## src/rtl/tx_comp_frame_inserter_if.sv

```systemverilog
// tx_comp_frame_inserter_if: frame-stream bundle around the compensation
// frame inserter. 'master' is the inserter itself (accepts user frames on s_*,
// sources the outgoing stream on m_*); 'slave' is the surrounding logic.
interface tx_comp_frame_inserter_if #(
    parameter int DATA_WIDTH = 64
);
    logic [DATA_WIDTH-1:0] s_data;
    logic                  s_vld;
    logic                  s_rdy;
    logic [DATA_WIDTH-1:0] m_data;
    logic                  m_vld;
    logic                  m_rdy;
    logic                  m_is_comp;

    modport master (
        input  s_data, s_vld, m_rdy,
        output s_rdy, m_data, m_vld, m_is_comp
    );

    modport slave (
        output s_data, s_vld, m_rdy,
        input  s_rdy, m_data, m_vld, m_is_comp
    );
endinterface

```

## src/rtl/tx_comp_frame_inserter.sv

```systemverilog
// tx_comp_frame_inserter: inserts one clock-compensation (idle) frame into the
// TX frame stream for every cycle 'compensate' is sampled high. User frames wait
// in a 2-entry skid buffer while compensation frames own the output slot; after
// MAX_CONSEC back-to-back compensation frames one waiting user frame is let through.
// Optional feature macro: COMP_STATS_EN (builds the comp_inserted transfer counter;
// otherwise comp_inserted is tied to zero).
module tx_comp_frame_inserter #(
    parameter int                    DATA_WIDTH   = 64,
    parameter logic [DATA_WIDTH-1:0] COMP_PATTERN = 64'h1E00_0000_0000_0000,
    parameter int                    PEND_WIDTH   = 5,
    parameter int                    MAX_CONSEC   = 4
) (
    input  logic                     clk,
    input  logic                     rst_n,
    input  logic                     compensate,
    tx_comp_frame_inserter_if.master bus,
    output logic [PEND_WIDTH-1:0]    comp_pending,
    output logic                     comp_overflow,
    output logic [15:0]              comp_inserted
);
    typedef enum logic {COMP_OK, DATA_TURN} arb_state_t;

    localparam logic [3:0]            MAX_C    = 4'(MAX_CONSEC);
    localparam logic [PEND_WIDTH-1:0] PEND_MAX = '1;

    arb_state_t            state;
    logic [3:0]            consec;
    logic [3:0]            consec_inc;
    logic [DATA_WIDTH-1:0] skid_q [2];
    logic [DATA_WIDTH-1:0] skid_n [2];
    logic [1:0]            cnt_q;
    logic [1:0]            cnt_n;
    logic                  slot_open;
    logic                  skid_nonempty;
    logic                  pend_nz;
    logic                  push;
    logic                  load_comp;
    logic                  load_data;

    // Slot arbitration: decide what (if anything) enters the output register.
    always_comb begin
        slot_open     = ~bus.m_vld | bus.m_rdy;
        skid_nonempty = (cnt_q != 2'd0);
        pend_nz       = (comp_pending != '0);
        push          = bus.s_vld & bus.s_rdy;
        // A waiting user frame wins when it is owed a turn or nothing is pending.
        load_data     = slot_open & skid_nonempty & ((state == DATA_TURN) | ~pend_nz);
        load_comp     = slot_open & pend_nz & ~((state == DATA_TURN) & skid_nonempty);
        // Leaving DATA_TURN with an empty skid starts a fresh compensation run.
        if (state == DATA_TURN) begin
            consec_inc = 4'd1;
        end else if (consec == 4'hF) begin
            consec_inc = consec;
        end else begin
            consec_inc = consec + 4'd1;
        end
    end

    // Skid buffer next state: pop the head into the output, then append the new frame.
    // NOTE: combinational blocks use blocking '=' so later lines see earlier results;
    // every output gets its default first, which is what keeps this block latch-free.
    always_comb begin
        skid_n = skid_q;
        cnt_n  = cnt_q;
        if (load_data) begin
            skid_n[0] = skid_q[1];
            cnt_n     = cnt_q - 2'd1;
        end
        if (push) begin
            skid_n[cnt_n[0]] = bus.s_data;
            cnt_n            = cnt_n + 2'd1;
        end
    end

    // Skid storage and registered ready (ready = room left after this cycle's moves).
    // NOTE: sequential blocks use non-blocking '<=' so all flops update from pre-edge values.
    always_ff @(posedge clk or negedge rst_n) begin
        if (!rst_n) begin
            // NOTE: the two skid entries are reset along with everything else; at this
            // depth it is cheap, and it keeps stale payload from ever reaching m_data.
            skid_q[0] <= '0;
            skid_q[1] <= '0;
            cnt_q     <= 2'd0;
            bus.s_rdy <= 1'b0;
        end else begin
            skid_q    <= skid_n;
            cnt_q     <= cnt_n;
            bus.s_rdy <= (cnt_n != 2'd2);
        end
    end

    // Arbitration FSM with registered output frame, valid and comp flag.
    always_ff @(posedge clk or negedge rst_n) begin
        if (!rst_n) begin
            state         <= COMP_OK;
            consec        <= 4'd0;
            bus.m_data    <= '0;
            bus.m_vld     <= 1'b0;
            bus.m_is_comp <= 1'b0;
        end else if (slot_open) begin
            if (load_comp) begin
                bus.m_data    <= COMP_PATTERN;
                bus.m_vld     <= 1'b1;
                bus.m_is_comp <= 1'b1;
                consec        <= consec_inc;
                state         <= (consec_inc >= MAX_C && skid_nonempty) ? DATA_TURN : COMP_OK;
            end else if (load_data) begin
                bus.m_data    <= skid_q[0];
                bus.m_vld     <= 1'b1;
                bus.m_is_comp <= 1'b0;
                consec        <= 4'd0;
                state         <= COMP_OK;
            end else begin
                bus.m_vld     <= 1'b0;
                bus.m_is_comp <= 1'b0;
                consec        <= 4'd0;
                state         <= COMP_OK;
            end
        end
    end

    // Pending-request counter: saturating, with a sticky overflow flag.
    always_ff @(posedge clk or negedge rst_n) begin
        if (!rst_n) begin
            comp_pending  <= '0;
            comp_overflow <= 1'b0;
        end else if (compensate && !load_comp) begin
            if (comp_pending == PEND_MAX) begin
                comp_overflow <= 1'b1;
            end else begin
                comp_pending <= comp_pending + 1'b1;
            end
        end else if (!compensate && load_comp) begin
            comp_pending <= comp_pending - 1'b1;
        end
    end

`ifdef COMP_STATS_EN
    // Count compensation frames accepted downstream; wraps at 16 bits.
    always_ff @(posedge clk or negedge rst_n) begin
        if (!rst_n) begin
            comp_inserted <= 16'd0;
        end else if (bus.m_vld && bus.m_rdy && bus.m_is_comp) begin
            comp_inserted <= comp_inserted + 16'd1;
        end
    end
`else
    assign comp_inserted = 16'd0;
`endif

endmodule
```

## src/flat_wrapper.sv

```systemverilog
// flat-port wrapper written by rule: the top's interface ports become plain ports
module tx_comp_frame_inserter_flat 
#(
    parameter int                    DATA_WIDTH   = 64,
    parameter logic [DATA_WIDTH-1:0] COMP_PATTERN = 64'h1E00_0000_0000_0000,
    parameter int                    PEND_WIDTH   = 5,
    parameter int                    MAX_CONSEC   = 4
)
  (clk, rst_n, compensate, comp_pending, comp_overflow, comp_inserted, bus_s_data, bus_s_vld, bus_m_rdy, bus_s_rdy, bus_m_data, bus_m_vld, bus_m_is_comp);
  tx_comp_frame_inserter_if #(.DATA_WIDTH(DATA_WIDTH)) bus_i ();
  input  logic clk;
  input  logic rst_n;
  input  logic compensate;
  output logic [PEND_WIDTH-1:0] comp_pending;
  output logic comp_overflow;
  output logic [15:0] comp_inserted;
  input wire logic [$bits(bus_i.s_data)-1:0] bus_s_data;
  input wire logic [$bits(bus_i.s_vld)-1:0] bus_s_vld;
  input wire logic [$bits(bus_i.m_rdy)-1:0] bus_m_rdy;
  output wire logic [$bits(bus_i.s_rdy)-1:0] bus_s_rdy;
  output wire logic [$bits(bus_i.m_data)-1:0] bus_m_data;
  output wire logic [$bits(bus_i.m_vld)-1:0] bus_m_vld;
  output wire logic [$bits(bus_i.m_is_comp)-1:0] bus_m_is_comp;
  assign bus_i.s_data = bus_s_data;
  assign bus_i.s_vld = bus_s_vld;
  assign bus_i.m_rdy = bus_m_rdy;
  assign bus_s_rdy = bus_i.s_rdy;
  assign bus_m_data = bus_i.m_data;
  assign bus_m_vld = bus_i.m_vld;
  assign bus_m_is_comp = bus_i.m_is_comp;
  tx_comp_frame_inserter #(.DATA_WIDTH(DATA_WIDTH), .COMP_PATTERN(COMP_PATTERN), .PEND_WIDTH(PEND_WIDTH), .MAX_CONSEC(MAX_CONSEC)) u_core (.clk(clk), .rst_n(rst_n), .compensate(compensate), .bus(bus_i), .comp_pending(comp_pending), .comp_overflow(comp_overflow), .comp_inserted(comp_inserted));
endmodule
```

## config.mk

```make
export PLATFORM = sky130hd
export DESIGN_NAME = tx_comp_frame_inserter_flat
export DESIGN_NICKNAME = d
export VERILOG_FILES = /design/src/rtl/tx_comp_frame_inserter_if.sv /design/src/rtl/tx_comp_frame_inserter.sv /design/src/flat_wrapper.sv
export SDC_FILE = /design/constraint.sdc
export NUM_CORES = 1
export LEC_CHECK = 0
export CORE_UTILIZATION = 28
export DETAILED_ROUTE_END_ITERATION = 12
export GPL_ROUTABILITY_DRIVEN = 0
export PLACE_DENSITY = 0.56
export SLEW_MARGIN = 15
export SYNTH_ARGS = -nofsm -noshare
export SYNTH_HDL_FRONTEND = slang
export SYNTH_SLANG_ARGS = --single-unit
export TNS_END_PERCENT = 5
```

## constraint.sdc

```tcl
create_clock -name clk -period 4.2 [get_ports clk]
set_clock_uncertainty 0.05 [all_clocks]
set_input_delay 0.63 -clock clk [delete_from_list [all_inputs] [get_ports clk]]
set_output_delay 0.63 -clock clk [all_outputs]
set_load 0.03 [all_outputs]
```

==> results.txt, run 1 <==
- CTS Buffer Depth: 3
- Worst r2r dst: u_core.comp_pending[4]
- Reg-to-reg slack, setup: 1590 ps
- Maximum VDD drop: about 0.31 mV
* Worst-skew pair later-pin latency: approximately 500 ps
* Layout overhead on the synthesized area: 30.0%
- Max-cap violations in this run came to 0.
* Final slew viol count: 0
- Final Hold Violating Endpoints: 0
- Via-to-Cell Ratio: roughly 4.6
* Post CTS Setup Buffer Count: 0
- Initial cell density of the core: 0.284
* Sequential group share of total power: 0.395
- Most area-consuming cells after synthesis: dfrtp_1 (60%), mux2_2 (8.3%), mux2i_1 (7.7%)
- Setup repair after global routing left no endpoint under its margin.
- Worst hold-check path type: in2async
- Layout cell share with drive strength beyond 1: 0.153
* First-pass DRT Iterations: 4
* Synth top area share: 0.600
* Largest delay share family, worst path: buffers and inverters
- Kind of end point of the critical path: flip-flop
- The first global-routing pass estimated 30600 um of wire.
- The run finished with clean final reports.
- Traced cell by cell, the critical path runs through clkdlybuf4s50_1 > nand2b_1 > o2111a_4 > xnor2_1 > ha_4 > buf_4 > mux2_2.
* Average wire per cell in the routed design: 15.6 um
* Diodes inserted: 0
- Number of global-route vias before repair: 5549
- CP Buf/Inv Count: 2
- Counting every sink on the clock net gives approximately 210.
- In this run, CTS created clock tree buffers numbering 25.
- Flip-flop and latch count after synthesis: roughly 210
- The biggest area contributor in the post-synthesis netlist is dfrtp_1.
- Comb pwr share: 0.341
- The critical path is of the in2reg type.
- Dividing the final minimum period by the clock period gives 0.647.
* Horizontal die dimension: 178 um
- After detailed routing, the total wire length is approximately 19000 um.
- Number of violations reported at the end of detailed-routing iteration 0: 260
- STA classifies the critical path startpoint as a primary input.
- Maximum clock frequency: 0.368 GHz
- Final setup vio count: 0
* Grt ovf: 0
- Of the total power, the share spent switching nets is 0.331.
- Synthesized instance count: about 680
- Placement-stage worst setup slack: between 900 and 1000 ps
* Initial antenna violation count: 0
* WP data required: 4540 ps
- Antenna Nets Post-Route: 0
- Post-CTS Resized: 0
- Slowest cell on the critical path: clkdlybuf4s50_1
* Clock slew at the register clock pins of the worst setup and hold paths: 60 ps
- In the routed design, unresolved DRC markers number 0.
- Subtracting the final worst setup slack from the clock period gives around 2700 ps.
- Entering global routing, the biggest net connects 128 pins.
- The total area inside the core boundary comes to between 0.03 and 0.04 mm^2.
- Measured against its own limit, the worst slew margin works out to 0.379.
* Sequential share of the synthesized area: 0.600
* Number of primary I/O pins: 158
- Hold repair after CTS inserted 0 buffers.
* Detailed-route via count: 5611
- In the global route stage, met3 resource usage came out at 0.0307.
* Worst Path Arrival: 3060 ps
* Part of the power in the clock network: 0.264
- Cell depth of the worst flop-to-flop path: 12
* Root buf cell: clkbuf_16
- After filler insertion, the fill cell instance count of the layout stands at between 2000 and 3000.
- Met1 track demand over resource in global routing: 0.169
- The analysis attributes to cell leakage a power of roughly 4.7 nW.
- The synthesized netlist occupies a cell area of just under 0.009 mm^2.
- The die is approximately 180 um tall.
- The internal power of the cells totals approximately 5.6 mW.
- Setup TNS after final layout: 0 ps
* Worst Path Max Fanout: 37
- Counting distinct cell types in the post-synthesis netlist gives 46.
- Layout net count: about 900
- The floorplan has 64 rows.
- The worst register-to-register path begins at u_core.cnt_q[0].
- For this run, global-route usage on met2 was measured as 0.187.
- In this run the power density over the cells is around 750 mW/mm^2.
- TritonCTS clock tree: yes
* Warnings, synthesis: 0
* Worst Max-Slew Pin Slew: a little over 900 ps
- Final WS setup: between 1000 and 1500 ps
- In this run the tool buffered the top-level ports with roughly 140 buffer cells.
- For this run, the slowest stage of the critical path takes 470 ps.
- Power spent charging and discharging nets: around 2.8 mW
- Peak-usage layer in the global routing report: met2
* HPWL after DPL: between 10000 and 15000 um
* Die Footprint: roughly 0.032 mm^2
- H-tree depth: 1
- In the global route stage, overall resource usage came out at 0.122.
- Dividing the synthesized area by the synthesized cell count gives 12.8 um^2.
[logic make-up (layout without fill, tap and decap cells)]
| family | count (synthesis) | after routing | share of synthesized area |
|---|---|---|---|
| buffers and inverters | 68 | 204 | 0.0455 |
| other | 1 | 16 | 0.000432 |
| muxes | 132 | 132 | 0.162 |
| DFF | 208 | 208 | 0.600 |
| and+or+nand+nor | 100 | 100 | 0.0489 |
| adders and majority gates | 7 | 7 | 0.0110 |
| xor gates and xnor gates | 6 | 6 | 0.00606 |
| AOI/OAI and AO/OA | 155 | 155 | 0.126 |
[cell usage after synthesis, drive strengths merged]
cell       n
dfrtp    208
nand2     76
o21ai     69
mux2i     67
mux2      65
a22o      60
buf       47
clkbuf    13
a21oi      8
inv        8
ha         6
nand3      5
nor2       5
o22a       4
o21bai     3
or2        3
xnor2      3
xor2       3
a21o       2
and2       2
and3       2
nand3b     2
nor3       2
a221o      1
a311oi     1
a31oi      1
conb       1
fa         1
nand2b     1
nand4      1
nor2b      1
o2111a     1
o2111ai    1
o21a       1
o2bb2ai    1
o311ai     1
o31ai      1
[per-stage QoR]
step / area [um^2] / util / cells / hold WS [ps] / total power [mW]
floorplan: 8730 / - / 692 / 284 / 5.35
global placement: 10400 / 0.342 / 1180 / 420 / 6.20
detailed placement: 10400 / 0.342 / 1180 / 414 / 6.28
CTS: 11300 / 0.369 / 1224 / 143 / 8.56
global route: 11300 / 0.369 / 1224 / 172 / 8.98
finish: 11300 / 0.369 / 1224 / 116 / 8.41
[power groups by stage]
stage / clock (mW) / combinational [mW] / sequential, mW
CTS: 2.30 / 2.93 / 3.33
global placement: 0 / 2.85 / 3.35
floorplan: 0 / 1.79 / 3.56
detailed placement: 0 / 2.93 / 3.35
finish: 2.22 / 2.87 / 3.32
global route: 2.38 / 3.16 / 3.44
[how the worst max path moves through the flow]
stage,slack (ps),to,depth (start not counted),start
2_1_floorplan,1390,flip-flop,9,u_core.comp_pending[0]
3_3_place_gp,920,flip-flop,7,bus_m_rdy
3_5_place_dp,910,flip-flop,7,bus_m_rdy
4_1_cts,1460,flip-flop,7,bus_m_rdy
5_1_grt,1290,flip-flop,7,bus_m_rdy
6_report,1480,flip-flop,7,bus_m_rdy
[layer usage]
layer / wire length (um) / vias up / share of wire
met5: 0 / - / 0
met4: 335 / 0 / 0.018
met3: 1120 / 28 / 0.059
met2: 8630 / 120 / 0.45
met1: 8990 / 2813 / 0.47
li1: - / 2650 / -
[final cells by class]
class / count / area, um^2 / area share
inverter: 8 / 30.0 / 0.00266
tap: 396 / 495 / 0.0440
timing repair buffer: 152 / 1540 / 0.136
sequential: 208 / 5200 / 0.462
clock buffer: 37 / 701 / 0.0622
clock inverter: 7 / 139 / 0.0123
multi-input combinational: 416 / 3160 / 0.281
[cells in the final DEF, fill, tap and decap left out, types with 8 or more instances in the layout]
cell and count:
clkbuf_16 25, o21ai_1 14, conb_1 16, mux2_2 64, buf_4 8, nand2_1 75, clkbuf_1 9, mux2i_1 66
a21oi_1 8, a22o_1 60, clkdlybuf4s50_1 140, dfrtp_1 208, o21ai_0 49, inv_1 8
No activity file was read; power rests on OpenSTA's default activity.
==> run 2, diff against run 1 <==
clock period = 2.7 ns   (was 4.2 ns; I/O delays follow)
==> results.txt, run 2 (synthesis results as in run 1) <==
- Power per cell area: 1160 mW/mm^2
- Summing over every cut layer, the via total after detailed routing is between 5000 and 6000.
- STA puts the critical path data required time at just over 3000 ps.
* Clock slew at the register clock pins of the worst setup and hold paths: about 60 ps
- Number of primary I/O pins: approximately 160
* Setup repair after global routing missed its margin: false
- Run status: finished, final reports clean
* Final routed DRC violation total: 0
- On the critical path, the stage with the largest delay is an instance of fa_1.
- Maximum clock frequency: approximately 0.40 GHz
- The clock period could shrink to approximately 2500 ps.
- The filler cells instantiated in the layout total between 2000 and 3000.
* Crit Path Class: reg2reg
- The first routing iteration left about 360 violations.
- For this run, the total global-route usage over all layers was measured as 0.123.
- The completed layout was analyzed and its total power is around 13 mW.
- The area growth from synthesis to layout is 32.4%.
* Layout cell share with drive strength beyond 1: 0.169
- Worst Path Arrival: 2870 ps
- Detailed placement finished with a half-perimeter wire length of ~12000 um.
* H-tree depth: 1
* Clock sinks: 208
- The worst-case IR drop observed on VDD is 0.428 mV.
- STA classifies the critical path startpoint as a flip-flop.
- TritonCTS created 25 clock buffers.
- Root buf cell: clkbuf_16
- Static leakage power: between 4 and 5 nW
- Die Y: 178 um
- The initial antenna violation count is 1.
- Wires add up to 19200 um.
- In this run the remaining antenna-violating nets after routing total 0.
- The startpoint identified for the worst register-to-register timing path is u_core.cnt_q[0].
- Across all register-to-register paths, the minimum setup slack is about 220 ps.
* Largest delay share family, worst path: adder cells
- Placeable core region: about 0.03 mm^2
- Measured against its own limit, the worst slew margin works out to 0.622.
- The worst hold path belongs to the class in2async.
* Area of combinational cells with multiple inputs: roughly 0.0032 mm^2
- Grt ovf: 0
* Final Hold Violating Endpoints: 0
- Entering global routing, the biggest net connects 67 pins.
- After floorplanning, the core was divided into 64 placement rows.
- Most common cell after layout, fill and taps aside: dfrtp_1
* Number of global-route vias before repair: approximately 5600
* Horizontal die dimension: between 150 and 200 um
* Worst r2r dst: u_core.comp_pending[4]
- Worst-skew pair later-pin latency: between 500 and 600 ps
- For this run, the post-layout net count is between 800 and 900.
- Post-Place Cells: 1187
* Final slew viol count: 0
* Global-route wire length before repair: a little over 30000 um
- Final worst-path cycle share: 0.920
* CP dominant cell by count: inv_1
- Die Footprint: 0.0317 mm^2
- Via-to-Cell Ratio: between 4 and 5
* Buffers added on ports: 141
* Cell chain of the critical path: inv_1 > ha_2 > inv_1 > a221o_1 > nand2_2 > inv_1 > fa_1 > inv_1 > a21o_1 > a21oi_1 > mux2i_1 > xor2_1
- The initial utilization of the core area, before any placement, comes to 0.284.
- The clock passes through at most 3 buffers.
- The tool flagged a number of max-cap violations equal to 0.
- Sequential cell area: around 0.0052 mm^2
- The library cells used most frequently in the layout, excluding fill and tap cells, are dfrtp_1 (208), clkdlybuf4s50_1 (140), nand2_1 (74), mux2i_1 (66), mux2_2 (64).
* Cell depth of the worst flop-to-flop path: 12
* Kind of end point of the critical path: flip-flop
- Final setup vio count: 0
- TritonCTS clock tree: yes
- Final WS setup: approximately 220 ps
- Dividing the detail-routed wire length by the instance count gives ~16 um.
* Worst Max-Slew Pin Slew: approximately 570 ps
* Worst Path Max Fanout: 5
- For this run, the slowest stage of the critical path takes 400 ps.
* Non-filler instance count after layout: roughly 1200
- OpenSTA, run right after detailed placement, puts the worst setup slack at approximately 97 ps.
- Measured on the finished design, the core utilization comes to 0.376.
- The number of buffers and inverters on the critical path is 4.
* First-pass DRT Iterations: 6
- Post CTS Setup Buffer Count: 0
## run 2: cell count changes in the layout (fill, tap and decap cells not counted), sizes merged
cell,change
buf,+7
clkbuf,-2
clkinv,+2
clkinvlp,+2
diode,+1
dlygate4sd3,+1
## run 2: area by class of cell
| type | count | area share |
|---|---|---|
| antenna | 1 | 0.000218 |
| clock buffer | 35 | 0.0621 |
| clock inverter | 11 | 0.0146 |
| inverter | 8 | 0.00262 |
| multi-input combinational | 416 | 0.276 |
| sequential | 208 | 0.453 |
| tap | 396 | 0.0432 |
| timing repair buffer | 160 | 0.148 |
## run 2: metal layers
metal	GRT usage	part of all wire
met5	0	0
met4	0.0342	0.019
met3	0.0313	0.062
met2	0.187	0.45
met1	0.171	0.47
## run 2: stage by stage
| step | instance area (um^2) | TNS [ps] | hold slack (ps) |
|---|---|---|---|
| final | 11500 | 0 | 407 |
| after global placement | 10600 | 0 | 401 |
| after CTS | 11500 | 0 | 375 |
| after detailed placement | 10600 | 0 | 402 |
| after global routing | 11500 | 0 | 388 |
| after floorplan | 8730 | -6410 | 59.4 |
## run 2: worst max path at each step
stage	from	to	slack, ps	depth (start not counted)
after floorplan	u_core.comp_pending[0]	flip-flop	-110	9
after global placement	bus_m_rdy	u_core.comp_pending[4]	120	11
after global routing	u_core.cnt_q[0]	u_core.comp_pending[4]	30	12
after detailed placement	bus_m_rdy	u_core.comp_pending[4]	100	11
final	u_core.cnt_q[0]	u_core.comp_pending[4]	220	12
after CTS	u_core.cnt_q[0]	u_core.comp_pending[4]	140	12
## run 2: what timing repair did
| item | 4_1_cts | 5_1_grt |
|---|---|---|
| endpoints found under the setup margin | 0 | 1 |
| hold buffers | 1 | 0 |
| hold endpoints to repair | 58 | 0 |
| gates resized for setup | 0 | 2 |
## run 2: power breakdown
group | switching, mW | internal (mW) | leakage [nW]
registers | 0.751 | 4.42 | 2.60
clock network | 1.31 | 2.23 | 0.427
logic | 2.32 | 2.27 | 1.74
